--- config.mk ---
export PLATFORM = sky130hd
export DESIGN_NAME = instr_fetch_queue
export DESIGN_NICKNAME = d
export VERILOG_FILES = /design/src/rtl/instr_fetch_queue.sv
export SDC_FILE = /design/constraint.sdc
export NUM_CORES = 1
export LEC_CHECK = 0
export CAP_MARGIN = 5
export CORE_ASPECT_RATIO = 0.6
export CORE_MARGIN = 3
export CORE_UTILIZATION = 35
export DETAILED_ROUTE_END_ITERATION = 10
export PLACE_DENSITY = 0.64
export SLEW_MARGIN = 20
export SYNTH_ARGS = -nofsm -noshare
export SYNTH_HDL_FRONTEND = slang
export SYNTH_SLANG_ARGS = --single-unit
--- constraint.sdc ---
create_clock -name clk -period 5.3 [get_ports clk]
set_clock_uncertainty 0.1 [all_clocks]
set_input_delay 1.06 -clock clk [delete_from_list [all_inputs] [get_ports clk]]
set_output_delay 1.06 -clock clk [all_outputs]
set_load 0.01 [all_outputs]
--- src/rtl/instr_fetch_queue.sv ---
// Instruction fetch front-end: owns the fetch PC, issues one word read at a
// time to instruction memory, and buffers returned words with their PCs in a
// small FIFO that feeds decode. Redirects flush the FIFO, and any request
// still in flight is drained and discarded.
module instr_fetch_queue #(
    parameter int          DEPTH    = 4,
    parameter logic [31:0] RESET_PC = 32'h0000_0000
) (
    input  logic        clk,
    input  logic        rst,
    output logic        imem_req,
    output logic [31:0] imem_addr,
    input  logic        imem_ack,
    input  logic [31:0] imem_rdata,
    input  logic        redirect,
    input  logic [31:0] redirect_pc,
    output logic        inst_valid,
    output logic [31:0] inst,
    output logic [31:0] inst_pc,
    input  logic        inst_ready
);

    localparam int             AW       = $clog2(DEPTH);
    localparam logic [AW:0]    CNT_FULL = (AW+1)'(DEPTH);

    typedef enum logic {FETCH, DROP} state_t;

    state_t         r_state;
    state_t         w_state_nxt;
    logic [31:0]    r_fetch_pc;
    logic [31:0]    r_pend_addr;
    logic [AW:0]    r_count;
    logic [AW-1:0]  r_rd_ptr;
    logic [AW-1:0]  r_wr_ptr;
    logic [31:0]    r_mem_inst [DEPTH];
    logic [31:0]    r_mem_pc   [DEPTH];

    logic           w_req;
    logic [31:0]    w_addr;
    logic           w_fire;
    logic           w_push;
    logic           w_pop;
    logic           w_valid;
    logic [31:0]    w_redir_pc;

    // Request and handshake decode, all combinational from state; reset
    // masks the request so nothing is issued while rst is held.
    always_comb begin
        w_req      = !rst && ((r_state == FETCH && r_count != CNT_FULL) || r_state == DROP);
        w_addr     = (r_state == DROP) ? r_pend_addr : r_fetch_pc;
        w_fire     = w_req && imem_ack;
        w_push     = (r_state == FETCH) && w_fire && !redirect;
        w_valid    = !rst && (r_count != '0);
        w_pop      = w_valid && inst_ready;
        w_redir_pc = redirect_pc & 32'hFFFF_FFFC;
    end

    assign imem_req   = w_req;
    assign imem_addr  = w_addr;
    assign inst_valid = w_valid;
    assign inst       = w_valid ? r_mem_inst[r_rd_ptr] : 32'h0;
    assign inst_pc    = w_valid ? r_mem_pc[r_rd_ptr]   : 32'h0;

    // Next-state logic: a redirect with a request still unanswered must wait
    // out that request in DROP; an answered one simply loses its data.
    always_comb begin
        w_state_nxt = r_state;
        if (redirect) begin
            if (w_req && !imem_ack) begin
                w_state_nxt = DROP;
            end else begin
                w_state_nxt = FETCH;
            end
        end else if (r_state == DROP && w_fire) begin
            w_state_nxt = FETCH;
        end
    end

    // FSM state register.
    always_ff @(posedge clk or posedge rst) begin
        if (rst) begin
            r_state <= FETCH;
        end else begin
            r_state <= w_state_nxt;
        end
    end

    // Fetch PC and the address of a request being drained after a redirect.
    always_ff @(posedge clk or posedge rst) begin
        if (rst) begin
            r_fetch_pc  <= RESET_PC;
            r_pend_addr <= 32'h0;
        end else begin
            if (redirect) begin
                r_fetch_pc <= w_redir_pc;
            end else if (w_push) begin
                r_fetch_pc <= r_fetch_pc + 32'd4;
            end
            if (redirect && w_req && !imem_ack) begin
                r_pend_addr <= w_addr;
            end
        end
    end

    // FIFO occupancy and pointers; a redirect flushes and discards any
    // same-cycle push or pop.
    always_ff @(posedge clk or posedge rst) begin
        if (rst) begin
            r_count  <= '0;
            r_rd_ptr <= '0;
            r_wr_ptr <= '0;
        end else if (redirect) begin
            r_count  <= '0;
            r_rd_ptr <= '0;
            r_wr_ptr <= '0;
        end else begin
            if (w_push) begin
                r_wr_ptr <= r_wr_ptr + 1'b1;
            end
            if (w_pop) begin
                r_rd_ptr <= r_rd_ptr + 1'b1;
            end
            case ({w_push, w_pop})
                2'b10:   r_count <= r_count + 1'b1;
                2'b01:   r_count <= r_count - 1'b1;
                default: r_count <= r_count;
            endcase
        end
    end

    // FIFO storage; contents are only observed through a valid head, so no reset.
    always_ff @(posedge clk) begin
        if (w_push) begin
            r_mem_inst[r_wr_ptr] <= imem_rdata;
            r_mem_pc[r_wr_ptr]   <= r_fetch_pc;
        end
    end

endmodule

==> impl_results.md, run 1 <==
- Outcome: finished, final reports clean
- Top flip-flop cell by instance count after synthesis: sky130_fd_sc_hd__edfxtp_1
- Number of fillers in the final layout: approximately 3200
- Reg2reg setup slack: 2120 ps
- Number of antenna violations at the first check in global routing: 0
- Clk sink count: approximately 320
- Die Footprint: 0.0402 sq mm
- Worst setup startpoint: r_rd_ptr[0]
- DRT Pass-1 Iters: 5
- Type of the worst setup path: flop to output port
- Number of buffers inserted by post-CTS setup repair: 0
- Placed cell area: approximately 0.016 sq mm
- Syn_area_per_cell: around 17 sq um
- Number of port buffers: around 160
- Number of routed nets with antenna violations: 0
- Count of unique library cells instantiated by Yosys: 46
- Number of warnings reported in the yosys synthesis log: 0
- Final routed DRC violation total: 0
- Number of placement rows: between 50 and 60
- IR drop worst, VDD: roughly 0.30 mV
- Achievable Freq: between 0.2 and 0.25 GHz
- Pin count of the biggest net entering global routing: 64
- Final net count: between 1000 and 1500
- Resized Gates After CTS: 0
- Power Density: 365 mW/mm^2
- Final weighted congestion of routability-driven global placement: 0.768
- Share of synthesized flip-flops with an asynchronous set or reset: 0.220
- Critical path fanouts, max: 33
- Number of hold buffers added after CTS: 0
- Relative slew slack: 0.252
- Share of layout cells above drive strength 1: 0.204
- HPWL Detailed: around 20000 um
- Synthesized flop and latch total: between 300 and 400
- WL/cell: about 21 um
- Post-synth EDFFs: around 250
- Wire length of the first global-routing pass: 48300 um
- Reg-to-reg startpoint: r_state
- Final instance count without filler cells: roughly 1500
- Final Instance Area: between 0.015 and 0.02 sq mm
- Total wire length: around 31000 um
- Unrepaired setup endpoints after global routing: false
- Top-Level Pins: 167
- Tot GR Track Use: 0.157
- Setup TNS Final: 0 ps
- Data required time of the worst path: approximately 4100 ps
- Number of levels in the clock H-tree: 1
- Hold Worst Slack: 405 ps
- Leakage: roughly 5.5 nW
- Total global routing overflow: 0
- Biggest area consumer among synthesized cells: sky130_fd_sc_hd__edfxtp_1
- Height of the die: between 150 and 200 um
- Clock-pin slew reported for the worst setup and hold paths after clock tree synthesis: around 70 ps
- Hold path start: r_pend_addr[2]
- Max-cap viol count: 0
- Minimum setup slack after placement: 1130 ps
- Via count of the first global-routing pass: slightly below 8000
- Type of origin of the critical path: flop
- Worst Max-Slew Pin Slew: between 1000 and 1500 ps
- Worst EP arrival: around 3000 ps
- Worst setup margin: around 1100 ps
- Clock buffer count from CTS: 31
- Share of the clock period used by the worst path after layout: 0.795
- Initial cell density of the core: 0.359
- Area Overhead vs Synth: 25.4%
- Gate count of the mapped netlist: about 780
- Netlist area before placement: 0.0132 sq mm
- Via density: between 5 and 6
- Hold Fails Final Rpt: 0
- Critical Path Sink Type: output port
- Clk root buf: sky130_fd_sc_hd__clkbuf_16
- Starting DRT DRC Count: 563
- Core region area: approximately 0.037 sq mm
- Min cycle time layout: 4220 ps
- Hold Crit Class: flop to flop
- Final number of max-transition violations: 0
- Sequential area share after synthesis: 0.695
- Biggest area contributors in the synthesized netlist: sky130_fd_sc_hd__edfxtp_1 56%, sky130_fd_sc_hd__dfrtp_1 13%, sky130_fd_sc_hd__mux4_2 11%
- Setup violation total in the final timing report: 0
- Die width: 257 um
- Clock insertion delay at the later pin of the skew report: roughly 550 ps
- TritonCTS clock tree: built
- DR vias: around 7500
- Placed cells: between 1000 and 1500
- Area share of the largest cell type after synthesis: 0.563
- Clock Tree Buf Depth: 3
## metrics by stage
stage,utilization,power [mW]
CTS,0.450,6.14
global route,0.450,6.32
finish,0.450,6.06
detailed placement,0.421,3.79
floorplan,-,3.39
global placement,0.421,3.77
## critical path: stages, from the launching register on
cell	delay [ps]
sky130_fd_sc_hd__dfrtp_4	920
sky130_fd_sc_hd__buf_4	380
sky130_fd_sc_hd__mux4_2	540
sky130_fd_sc_hd__and2_1	170
sky130_fd_sc_hd__clkdlybuf4s50_1	480
## cells in the mapped netlist, drive strengths merged (3+ instances only)
master  instances
o41ai           3
mux2i           4
nor3            3
mux2           58
and4            5
or3             6
o21ai          18
a21oi           3
a31oi          16
nor2b           3
nor4            7
nand2          33
dfrtp          70
ha              5
o211ai          3
xnor2           8
clkbuf         29
inv            10
xor2            4
or4            13
o31ai           8
nor3b           3
mux4           62
nor2           28
or4b            3
and2           68
buf            16
nand3          14
edfxtp        248
nand4           9
## cells by family after synthesis
kind of cell,share of synthesized area
buffers and inverters,0.0167
and+or+nand+nor,0.0885
xor gates and xnor gates,0.00795
DFF,0.695
other,0.000283
muxes,0.158
adders and majority gates,0.00624
AOI/OAI and AO/OA,0.0269
## sequential cells by signal, summed over array words and instances, names as in the netlist
register / flops
r_fetch_pc: 30
r_mem_inst: 128
r_mem_pc: 120
r_pend_addr: 32
r_wr_ptr: 2
r_count: 3
r_state: 1
r_rd_ptr: 2
## routing by layer
| layer | up-vias | GRT usage | share of wire |
|---|---|---|---|
| li1 | 3378 | - | - |
| met1 | 3907 | 0.233 | 0.47 |
| met5 | - | 0 | 0 |
| met2 | 193 | 0.247 | 0.46 |
| met3 | 41 | 0.0273 | 0.051 |
| met4 | 0 | 0.0299 | 0.015 |
## worst paths after layout
path,to,cells after the start
worst max-delay path,inst_pc[7],4
worst min-delay path,r_pend_addr[2],1
worst max register to register,r_count[2],8
worst min register to register,r_pend_addr[2],1
max in group asynchronous,r_fetch_pc[27],3
min in group asynchronous,r_rd_ptr[1],2
## power by group
group	internal, mW	leakage (nW)	switching (mW)
sequential	2.84	3.07	0.137
combinational	0.435	1.88	0.314
clock	1.40	0.534	0.931
## layout make-up
type / count / area, sq um / share of cell area
Antenna cell: 1 / 2.50 / 0.000151
Multi-Input combinational cell: 404 / 3830 / 0.231
Tap cell: 504 / 631 / 0.0380
Timing Repair Buffer: 175 / 1790 / 0.108
Clock buffer: 38 / 832 / 0.0502
Clock inverter: 19 / 245 / 0.0148
Inverter: 10 / 37.5 / 0.00226
Sequential cell: 318 / 9210 / 0.555
## cell usage in the layout (no fill, tap or decap), types with 4 or more instances in the layout
master,count
sky130_fd_sc_hd__clkbuf_16,31
sky130_fd_sc_hd__xor2_1,4
sky130_fd_sc_hd__a31oi_1,16
sky130_fd_sc_hd__dfrtp_1,68
sky130_fd_sc_hd__o21ai_0,18
sky130_fd_sc_hd__clkdlybuf4s50_1,162
sky130_fd_sc_hd__nor2_1,27
sky130_fd_sc_hd__mux4_2,62
sky130_fd_sc_hd__inv_1,9
sky130_fd_sc_hd__clkinv_2,8
sky130_fd_sc_hd__bufinv_16,6
sky130_fd_sc_hd__edfxtp_1,248
sky130_fd_sc_hd__buf_12,6
sky130_fd_sc_hd__or4_1,13
sky130_fd_sc_hd__nand3_1,14
sky130_fd_sc_hd__nand2_1,33
sky130_fd_sc_hd__or3_1,6
sky130_fd_sc_hd__clkbuf_1,4
sky130_fd_sc_hd__ha_1,5
sky130_fd_sc_hd__and2_1,64
sky130_fd_sc_hd__xnor2_1,8
sky130_fd_sc_hd__o31ai_1,8
sky130_fd_sc_hd__mux2i_1,4
sky130_fd_sc_hd__buf_4,7
sky130_fd_sc_hd__and4_1,5
sky130_fd_sc_hd__nor4_1,7
sky130_fd_sc_hd__mux2_2,58
sky130_fd_sc_hd__nand4_1,8
sky130_fd_sc_hd__and2_4,4
(Power assumes the default switching activity.)
==> inputs of run 2 (changes only) <==
==> constraint.sdc (replaced) <==
create_clock -name clk -period 4.1 [get_ports clk]
set_clock_uncertainty 0.1 [all_clocks]
set_input_delay 0.82 -clock clk [delete_from_list [all_inputs] [get_ports clk]]
set_output_delay 0.82 -clock clk [all_outputs]
set_load 0.01 [all_outputs]
==> run 2 against run 1 <==
- setup slack got worse by 800 ps
- hold slack got worse by 2.3 ps
- critical path depth did not move
- sequential share of layout area fell by 0.063 points
- critical path type unchanged
- clock power rose by 16%
- core utilization rose by 0.051 points
- global-route usage fell by 0.44 points
- non-clock buffer count rose by 10
- routed wire length fell by 2.3%
- cell area rose by 0.11%
- die area did not move
- largest cell class unchanged
- final cell count rose by 0.61%
==> impl_results.md, run 2 (same netlist as run 1, synthesis figures left out) <==
- Outcome: finished, final reports clean
- Resized Gates After CTS: 0 (unchanged)
- Endpoint of the worst hold path: r_pend_addr[4]
- Number of buffers inserted by post-CTS setup repair: 0 (unchanged)
- Via count of the first global-routing pass: 7598 (-2.0%)
- HPWL Detailed: 19800 um (+0.18%)
- Top-Level Pins: 167 (unchanged)
- Depth of the worst hold-timing path: 1 (unchanged)
- Relative slew slack: 0.431 (+0.179)
- Share of the clock period used by the worst path after layout: 0.930
- Critical path fanouts, max: 23 (-30%)
- TritonCTS clock tree: built
- Final number of max-transition violations: 0 (unchanged)
- Hold Fails Final Rpt: 0 (unchanged)
- Max-cap viol count: 0 (unchanged)
- Type of the worst setup path: flop to output port
- Data required time of the worst path: 3180 ps (-960 ps)
- Initial cell density of the core: 0.359 (unchanged)
- Number of routed nets with antenna violations: 0 (unchanged)
- Number of levels in the clock H-tree: 1 (unchanged)
- Wire length of the first global-routing pass: 46900 um (-3.1%)
- Number of antenna violations at the first check in global routing: 1 (+1)
- Crit Reg-Reg Endpoint: r_fetch_pc[28]
- Via density: 5.06 (-1.2%)
- Setup TNS Final: 0 ps (unchanged)
- Power Density: 454 mW/mm^2 (+24%)
- WL/cell: 20.8 um (-2.9%)
- Starting DRT DRC Count: 528 (-6.2%)
- Clock buffer count from CTS: 30 (-3.2%)
- Setup violation total in the final timing report: 0 (unchanged)
- DR vias: 7474 (-0.60%)
- Clock insertion delay at the later pin of the skew report: 560 ps (about the same)
- Clk sink count: 318 (unchanged)
- Number of fillers in the final layout: 3209 (-0.031%)
- Sw power: 1.76 mW (+27%)
- Area Overhead vs Synth: 25.5%
- Logic pwr share: 0.131 (+0.007)
- Final net count: 1024 (+0.89%)
- Max FFs per register: 128 (unchanged)
- Worst Max-Slew Pin Slew: 852 ps (-270 ps)
- Final Instance Area: 0.0166 sq mm (+0.11%)
- Depth of the most critical reg-to-reg path: 6 (-2)
- Reg-to-reg startpoint: r_state
- Delay of the slowest cell on the worst path: 770 ps (-150 ps)
- Total wire length: 30700 um (-2.3%)
- Height of the die: 157 um (unchanged)
- Die width: 257 um (unchanged)
- Number of placement rows: 54 (unchanged)
- Clk root buf: sky130_fd_sc_hd__clkbuf_16
- Final routed DRC violation total: 0 (unchanged)
- Worst EP arrival: 2890 ps (-170 ps)
- Largest delay contributor family on the critical path: flip-flops
- Hold Crit Class: flop to flop
- Count of buffer and inverter cells on the critical path: 2 (unchanged)
- Placed cell area: 0.0156 sq mm (+0.89%)
- IR drop worst, VDD: 0.343 mV (+16%)
- Core region area: 0.0368 sq mm (unchanged)
- Critical Path Sink Type: output port
- Min cycle time layout: 3810 ps
- Internal Dissipation: 5.78 mW (+24%)
- Final weighted congestion of routability-driven global placement: 0.773 (+0.60%)
- Pin count of the biggest net entering global routing: 63 (-1.6%)
- Share of layout cells above drive strength 1: 0.207 (+0.00222)
- DRT Pass-1 Iters: 4 (-1)
- Clock Tree Buf Depth: 3 (unchanged)
- Cell chain of the critical path: buf_12 -> mux4_2 -> and2_1 -> clkdlybuf4s50_1
- Number of hold buffers added after CTS: 0 (unchanged)
- Total global routing overflow: 0 (unchanged)
- Proportion of total power due to net switching: 0.234 (+0.00551)
- Unrepaired setup endpoints after global routing: false
- Worst setup margin: 286 ps (-798 ps)
- Leading cell type in the layout, fill and taps excluded: sky130_fd_sc_hd__edfxtp_1
- Cell at the slowest stage of the critical path: sky130_fd_sc_hd__dfrtp_4
- Sequential fraction of design power: 0.509 (+0.018)
- Most used cells in the layout excluding fill and tap cells: 248 x sky130_fd_sc_hd__edfxtp_1, 162 x sky130_fd_sc_hd__clkdlybuf4s50_1, 68 x sky130_fd_sc_hd__dfrtp_1
- Achievable Freq: 0.262 GHz
- Type of origin of the critical path: flop
- Minimum setup slack after placement: 531 ps (-595 ps)
- Hold path start: r_pend_addr[4]
- Top reg by flops: r_mem_inst
- Hold Worst Slack: 403 ps (-2.27 ps)
- Leading registers by flop count: r_mem_inst (128), r_mem_pc (120), r_pend_addr (32)
- Clock-pin slew reported for the worst setup and hold paths after clock tree synthesis: 60 ps (about the same)
- Total power: 7.54 mW (+24%)
- Part of the power in the clock network: 0.360 (-0.025)
- Leakage: 5.47 nW (-0.19%)
- Tot GR Track Use: 0.153 (-0.00444)
- Number of port buffers: 162 (unchanged)
- Die Footprint: 0.0402 sq mm (unchanged)
- Reg2reg setup slack: 1140 ps (-980 ps)
-- run 2: per-stage QoR --
step	instances	utilization
after floorplan	777	-
after CTS	1477	0.451
after global placement	1421	0.425
after global routing	1477	0.451
final	1478	0.451
after detailed placement	1421	0.425
-- run 2: cell type report --
class	count	area [sq um]	share of cell area
antenna	1	2.50	0.000151
clock buffer	42	827	0.0498
clock inverter	14	131	0.00791
inverter	10	37.5	0.00226
multi-input combinational	404	3830	0.231
sequential	318	9210	0.555
tap	504	631	0.0380
timing repair buffer	185	1930	0.116
-- run 2: worst max-delay path by stage --
stage	from	end	slack [ps]	cells after the start
2_1_floorplan	rst	r_mem_inst[0][0]	470	4
3_3_place_gp	rst	inst_pc[30]	550	5
3_5_place_dp	rst	inst_pc[30]	530	5
4_1_cts	r_rd_ptr[0]	inst_pc[10]	210	4
5_1_grt	r_rd_ptr[0]	inst_pc[10]	130	4
6_report	r_rd_ptr[0]	inst_pc[3]	290	4
-- run 2: power by group through the flow --
| stage | clock (mW) | sequential, mW | combinational (mW) |
|---|---|---|---|
| 2_1_floorplan | 0 | 3.83 | 0.549 |
| 3_3_place_gp | 0 | 3.89 | 0.992 |
| 3_5_place_dp | 0 | 3.90 | 1.01 |
| 4_1_cts | 2.79 | 3.84 | 1.01 |
| 5_1_grt | 2.94 | 3.86 | 1.07 |
| 6_report | 2.71 | 3.84 | 0.990 |
-- run 2: layer usage --
layer	share of wire	vias up	track usage	routed length, um
li1	-	3390	-	-
met1	0.46	3836	0.221	14200
met2	0.46	203	0.244	14200
met3	0.054	45	0.0273	1650
met4	0.018	0	0.0323	566
met5	0	-	0	0
-- run 2: worst reg2reg max path, stage by stage, from the launching register on --
cell and delay, ps:
sky130_fd_sc_hd__dfrtp_1 600, sky130_fd_sc_hd__buf_4 320, sky130_fd_sc_hd__or3b_1 460, sky130_fd_sc_hd__or4_1 540, sky130_fd_sc_hd__buf_4 230, sky130_fd_sc_hd__or4_1 480
sky130_fd_sc_hd__a31oi_1 160
==> inputs of run 3 (changes only) <==
--- a/config.mk
+++ b/config.mk
@@ -10,7 +10,9 @@
 export CORE_MARGIN = 3
 export CORE_UTILIZATION = 35
 export DETAILED_ROUTE_END_ITERATION = 10
+export HOLD_SLACK_MARGIN = 0.03
 export PLACE_DENSITY = 0.64
+export SKIP_LAST_GASP = 1
 export SLEW_MARGIN = 20
 export SYNTH_ARGS = -nofsm -noshare
 export SYNTH_HDL_FRONTEND = slang
==> results of run 3 <==
No change in the layout: final DEF, timing and power equal those of run 2.
